### config.mk
export PLATFORM = sky130hd
export DESIGN_NAME = adc_scan_sequencer
export DESIGN_NICKNAME = d
export VERILOG_FILES = /design/src/rtl/adc_scan_sequencer.sv
export SDC_FILE = /design/constraint.sdc
export NUM_CORES = 1
export LEC_CHECK = 0
export ABC_AREA = 1
export CAP_MARGIN = 0
export CORE_MARGIN = 5
export CORE_UTILIZATION = 59
export DETAILED_ROUTE_END_ITERATION = 16
export HOLD_SLACK_MARGIN = 0.06
export PLACE_DENSITY_LB_ADDON = 0.15
export SYNTH_ARGS = -nofsm -noshare
export SYNTH_HDL_FRONTEND = slang
export SYNTH_SLANG_ARGS = --single-unit
export TNS_END_PERCENT = 100
### constraint.sdc
create_clock -name clk_clk -period 4.84 [get_ports clk_clk]
set_input_delay 0.968 -clock clk_clk [delete_from_list [all_inputs] [get_ports clk_clk]]
set_output_delay 0.968 -clock clk_clk [all_outputs]
set_load 0.01 [all_outputs]
### src/rtl/adc_scan_sequencer.sv
// ADC scan sequencer: converts the enabled channels in ascending order and queues
// channel-tagged results in a first-word-fall-through FIFO for the host to drain.
module adc_scan_sequencer #(
  parameter int N_CHAN      = 4,
  parameter int DATA_W      = 12,
  parameter int FIFO_DEPTH  = 16,
  parameter int TIMEOUT_CYC = 1024
) (
  input  logic                               clk_clk,
  input  logic                               reset_reset_n,
  input  logic                               i_start,
  input  logic                               i_stop,
  input  logic                               i_mode,
  input  logic [N_CHAN-1:0]                  i_chan_mask,
  output logic                               o_adc_req,
  output logic [$clog2(N_CHAN)-1:0]          o_adc_chan,
  input  logic                               i_adc_valid,
  input  logic [DATA_W-1:0]                  i_adc_data,
  input  logic                               i_rd_en,
  output logic [$clog2(N_CHAN)+DATA_W-1:0]   o_rd_data,
  output logic                               o_empty,
  output logic                               o_full,
  output logic [$clog2(FIFO_DEPTH):0]        o_level,
  output logic                               o_busy,
  output logic                               o_overflow,
  output logic                               o_timeout,
  input  logic                               i_clr_flags
);
  localparam int CH_W  = $clog2(N_CHAN);
  localparam int AW    = $clog2(FIFO_DEPTH);
  localparam int ENT_W = CH_W + DATA_W;
  localparam int CNT_W = $clog2(TIMEOUT_CYC) + 1;
  localparam logic [N_CHAN-1:0] ONE_M = {{(N_CHAN-1){1'b0}}, 1'b1};

  typedef enum logic [1:0] {IDLE = 2'd0, ARM = 2'd1, CONV = 2'd2, NEXT = 2'd3} state_t;

  state_t             state_r;
  logic [N_CHAN-1:0]  mask_r;
  logic               mode_r;
  logic               stop_r;
  logic [CH_W-1:0]    chan_r;
  logic [CNT_W-1:0]   cnt_r;
  logic               req_r;
  logic               busy_r;
  logic               ovf_r;
  logic               tout_r;
  logic [ENT_W-1:0]   mem_r [FIFO_DEPTH];
  logic [AW-1:0]      wr_ptr_r;
  logic [AW-1:0]      rd_ptr_r;
  logic [AW:0]        level_r;
  logic [AW:0]        level_nxt_s;
  logic               empty_r;
  logic               full_r;
  logic [N_CHAN-1:0]  hi_mask_s;
  logic               last_cnt_s;
  logic               wr_req_s;
  logic               wr_ok_s;
  logic               rd_ok_s;
  logic               drop_s;
  logic               tout_set_s;

  function automatic logic [CH_W-1:0] lowest_chan(input logic [N_CHAN-1:0] m);
    lowest_chan = '0;
    for (int i = N_CHAN - 1; i >= 0; i--) begin
      if (m[i]) lowest_chan = CH_W'(i);
    end
  endfunction

  // Channels strictly above the current one; the shift overflows to zero for the top channel.
  assign hi_mask_s  = mask_r & ~(((ONE_M << chan_r) << 1'b1) - ONE_M);
  assign last_cnt_s = (cnt_r == CNT_W'(TIMEOUT_CYC - 1));
  assign wr_req_s   = (state_r == CONV) && i_adc_valid;
  assign rd_ok_s    = i_rd_en && !empty_r;
  assign wr_ok_s    = wr_req_s && (!full_r || i_rd_en);
  assign drop_s     = wr_req_s && full_r && !i_rd_en;
  assign tout_set_s = (state_r == CONV) && !i_adc_valid && last_cnt_s;

  // Scan control FSM with registered request, channel and busy outputs.
  always_ff @(posedge clk_clk) begin
    if (!reset_reset_n) begin
      state_r <= IDLE;
      mask_r  <= '0;
      mode_r  <= 1'b0;
      stop_r  <= 1'b0;
      chan_r  <= '0;
      cnt_r   <= '0;
      req_r   <= 1'b0;
      busy_r  <= 1'b0;
    end else begin
      case (state_r)
        IDLE: begin
          stop_r <= 1'b0;
          if (i_start && (|i_chan_mask)) begin
            mask_r  <= i_chan_mask;
            mode_r  <= i_mode;
            busy_r  <= 1'b1;
            state_r <= ARM;
          end
        end
        ARM: begin
          if (i_stop) stop_r <= 1'b1;
          chan_r  <= lowest_chan(mask_r);
          cnt_r   <= '0;
          req_r   <= 1'b1;
          state_r <= CONV;
        end
        CONV: begin
          if (i_stop) stop_r <= 1'b1;
          if (i_adc_valid || last_cnt_s) begin
            req_r   <= 1'b0;
            state_r <= NEXT;
          end else begin
            cnt_r <= cnt_r + CNT_W'(1);
          end
        end
        NEXT: begin
          if (stop_r || i_stop) begin
            stop_r  <= 1'b0;
            busy_r  <= 1'b0;
            state_r <= IDLE;
          end else if (|hi_mask_s) begin
            chan_r  <= lowest_chan(hi_mask_s);
            cnt_r   <= '0;
            req_r   <= 1'b1;
            state_r <= CONV;
          end else if (mode_r && (|i_chan_mask)) begin
            mask_r  <= i_chan_mask;
            state_r <= ARM;
          end else begin
            busy_r  <= 1'b0;
            state_r <= IDLE;
          end
        end
        default: begin
          req_r   <= 1'b0;
          busy_r  <= 1'b0;
          state_r <= IDLE;
        end
      endcase
    end
  end

  // Next FIFO occupancy from the accepted write/read pair.
  always_comb begin
    level_nxt_s = level_r;
    if (wr_ok_s && !rd_ok_s) begin
      level_nxt_s = level_r + {{AW{1'b0}}, 1'b1};
    end else if (rd_ok_s && !wr_ok_s) begin
      level_nxt_s = level_r - {{AW{1'b0}}, 1'b1};
    end else begin
      level_nxt_s = level_r;
    end
  end

  // Result FIFO storage, pointers and status.
  always_ff @(posedge clk_clk) begin
    if (!reset_reset_n) begin
      for (int i = 0; i < FIFO_DEPTH; i++) mem_r[i] <= '0;
      wr_ptr_r <= '0;
      rd_ptr_r <= '0;
      level_r  <= '0;
      empty_r  <= 1'b1;
      full_r   <= 1'b0;
    end else begin
      if (wr_ok_s) begin
        mem_r[wr_ptr_r] <= {chan_r, i_adc_data};
        wr_ptr_r        <= wr_ptr_r + {{(AW-1){1'b0}}, 1'b1};
      end
      if (rd_ok_s) rd_ptr_r <= rd_ptr_r + {{(AW-1){1'b0}}, 1'b1};
      level_r <= level_nxt_s;
      empty_r <= (level_nxt_s == '0);
      full_r  <= (level_nxt_s == (AW+1)'(FIFO_DEPTH));
    end
  end

  // Sticky error flags; a same-cycle set takes priority over clear.
  always_ff @(posedge clk_clk) begin
    if (!reset_reset_n) begin
      ovf_r  <= 1'b0;
      tout_r <= 1'b0;
    end else begin
      ovf_r  <= drop_s     | (ovf_r  & ~i_clr_flags);
      tout_r <= tout_set_s | (tout_r & ~i_clr_flags);
    end
  end

  assign o_adc_req  = req_r;
  assign o_adc_chan = chan_r;
  assign o_busy     = busy_r;
  assign o_rd_data  = mem_r[rd_ptr_r];
  assign o_empty    = empty_r;
  assign o_full     = full_r;
  assign o_level    = level_r;
  assign o_overflow = ovf_r;
  assign o_timeout  = tout_r;
endmodule

==> metrics.yaml, run 1 <==
status:
  outcome: "complete, no violations"
timing:
  fin_crit_sh: 0.8857
  setup_viol: 0
  fin_skew_ns: 0.01615
  slew_headroom: 0.4196
  rsz0062_at_grt: "no"
  fmax_ghz: 0.2333
  worst_pin_slew_ns: 0.8697
  drv_slew: 0
  period_needed_ns: 4.287
  fin_setup_tns_ns: 0
  hold_viol: 0
finish:
  stdcell_area_sq_um: 13860
  fillers: 1637
  antenna_cells_inserted: 0
  drive_gt1_frac: 0.06148
  area_growth_pct: 11.82
  final-seq-area_sq_um: 7612
  multiInputGateArea_sq_um: 4153
  final_util: 0.6654
  final_nets: 1365
setup_path:
  critical_path_required_ns: 3.87
  crit_path_end_kind: "primary output"
  start_kind: "flip-flop"
  cp_max_fo: 84
  crit_arrival_ns: 3.32
  reg2reg_from: "state_r[0]"
  crit_type: "reg2out"
yosys:
  yosysTopAreaCell: "edfxtp_1"
  synth.net_count: 1351
  yosysMostFrequentCell: "nor2_1"
  synth-edff-count: 224
  syn_area_sq_um: 12390
  syn_area_per_cell_sq_um: 9.430
  synth.area.top_cells: "edfxtp_1 54%, nor2_1 13%, dfxtp_1 7.1%"
  synthCells: 1314
  ys_ff_latch: 268
  synth_seq_area_share: 0.6140
  yosysWarnings: 0
  synth_commonest_cells: "438 x nor2_1, 224 x edfxtp_1, 131 x o21ai_0"
  async_flop_share: 0
  synth_top_area_frac: 0.5429
  ys.flop_type: "edfxtp_1"
  synth_cell_types: 31
grt:
  overflow: 0
  grt_max_degree: 85
  grt_pass1_vias: 9121
  grt_pass1_wl_microns: 50860
  grt_usage: 0.2731
  antenna_found_initial: 0
clock_network:
  cts_resized: 0
  cts-buffers-inserted: 28
  postCtsSetupBuffers: 0
  cts_hold_buf: 0
  cts.sink_count: 268
  cts_htree_levels: 1
  clk_path_buf_depth: 3
  cts_tree: "done"
  clk_latency_ns: 0.53
  cts_root_buffer: "clkbuf_16"
  clkTransAtPathRegs_ns: 0.06
die:
  dieArea_sq_um: 24000
  core_region_area_sq_um: 20820
  pin_count: 51
  die_y_microns: 154.9
  fp.dieW_microns: 154.9
  rows: 53
  start_util: 0.5951
run:
  cap_violations: 0
routing:
  vias_per_cell: 5.839
  drtIter0Drc: 911
  detail_route.first_pass.iterations: 8
  drt_drc_violations_left: 0
  ant_nets: 0
  route.met3.wl_microns: 2769
  routed.top_layer: "met4"
  wl_per_cell_microns: 20.08
  dr_total_vias: 9488
  wl_met1_microns: 12680
  drt-total-wl_microns: 32640
  dr_wl_met2_microns: 15770
power_and_ir_drop:
  power_w: 0.006184
  ir_drop_v: 0.0003085
  power_leakage_nw: 5.253
  power_density_nw_per_um2: 446.3
placed_design:
  port_buffers: 50
  place.gp.congestion: 0.8774
  hpwl_microns: 20410
  postPlaceCellArea_sq_um: 12950
min_path:
  hold_path_class: "reg2reg"
  min_from: "mode_r"
-- per-stage QoR --
| step | setup WS (ns) | hold slack, ns | instances |
|---|---|---|---|
| after global routing | 0.4111 | 0.4970 | 1625 |
| after CTS | 0.6081 | 0.4591 | 1625 |
| final | 0.5530 | 0.4579 | 1625 |
| after global placement | 1.178 | 0.4427 | 1573 |
| after detailed placement | 1.165 | 0.4490 | 1573 |
| after floorplan | 2.324 | 0.4305 | 1314 |
-- state kept, by name, indices dropped and copies added, names as in the netlist, named ones only --
name / cells
mode_r: 1
o_adc_chan: 2
o_timeout: 1
o_full: 1
o_busy: 1
stop_r: 1
mask_r: 4
cnt_r: 11
mem_r: 224
wr_ptr_r: 4
rd_ptr_r: 4
o_level: 5
o_adc_req: 1
state_r: 2
o_empty: 1
o_overflow: 1
-- power breakdown --
part / internal [W] / switching, W
logic: 0.000447 / 0.000873
registers: 0.00262 / 0.000119
clock network: 0.00127 / 0.000847
-- layer usage --
layer,vias to the layer above,GRT usage
met5,-,0
met4,0,0.1177
met3,79,0.04117
met2,462,0.4442
met1,4471,0.3691
li1,4476,-
-- cell families (layout without fill, tap and decap cells) --
logic type	count (synthesis)	count (layout)	share of synthesized area
DFF	268	268	0.6140
adders and majority gates	13	13	0.01313
and+or+nand+nor	654	654	0.2129
AOI/OAI and AO/OA	234	234	0.1063
buffers and inverters	141	177	0.05089
xor gates and xnor gates	4	4	0.002828
-- final cells by class --
cell class,instances,area share
Clock buffer,48,0.06041
Timing Repair Buffer,65,0.04425
Clock inverter,4,0.005057
Multi-Input combinational cell,905,0.2997
Inverter,60,0.01634
Sequential cell,268,0.5494
Tap cell,275,0.02483
-- critical path, stage by stage (launching register included) --
cell	delay, ns
dfxtp_2	0.64
buf_4	0.73
o21ai_0	0.21
o211ai_1	0.41
nand3_1	0.12
nand2_1	0.09
clkdlybuf4s50_1	0.54
-- final timing paths --
check	to	slack, ns	depth (start not counted)
worst max-delay path	o_rd_data[4]	0.55	6
worst min-delay path	mode_r	0.46	2
worst max register to register	mem_r[9][5]	1.91	8
worst min register to register	mode_r	0.46	2
-- placed cells by master, fill, tap and decap left out, types with 9 or more instances in the layout --
cell               n
o21ai_1           11
a21oi_1           34
ha_1              13
inv_1             52
nor2_1           438
o211ai_1          56
buf_4             15
clkdlybuf4s50_1   50
clkbuf_1          15
clkbuf_16         29
edfxtp_1         224
dfxtp_1           42
nand2_2            9
o21ai_0          131
nand3_1           52
nand2_1          129
Note: power is estimated with default switching activity, not from simulation.
==> run 2, diff against run 1 <==
--- a/config.mk
+++ b/config.mk
@@ -9,6 +9,7 @@
 export CAP_MARGIN = 0
 export CORE_MARGIN = 5
 export CORE_UTILIZATION = 59
+export CTS_CLUSTER_DIAMETER = 60
 export DETAILED_ROUTE_END_ITERATION = 16
 export HOLD_SLACK_MARGIN = 0.06
 export PLACE_DENSITY_LB_ADDON = 0.15
==> results of run 2 <==
Final layout, timing and power as in run 1 (identical DEF).
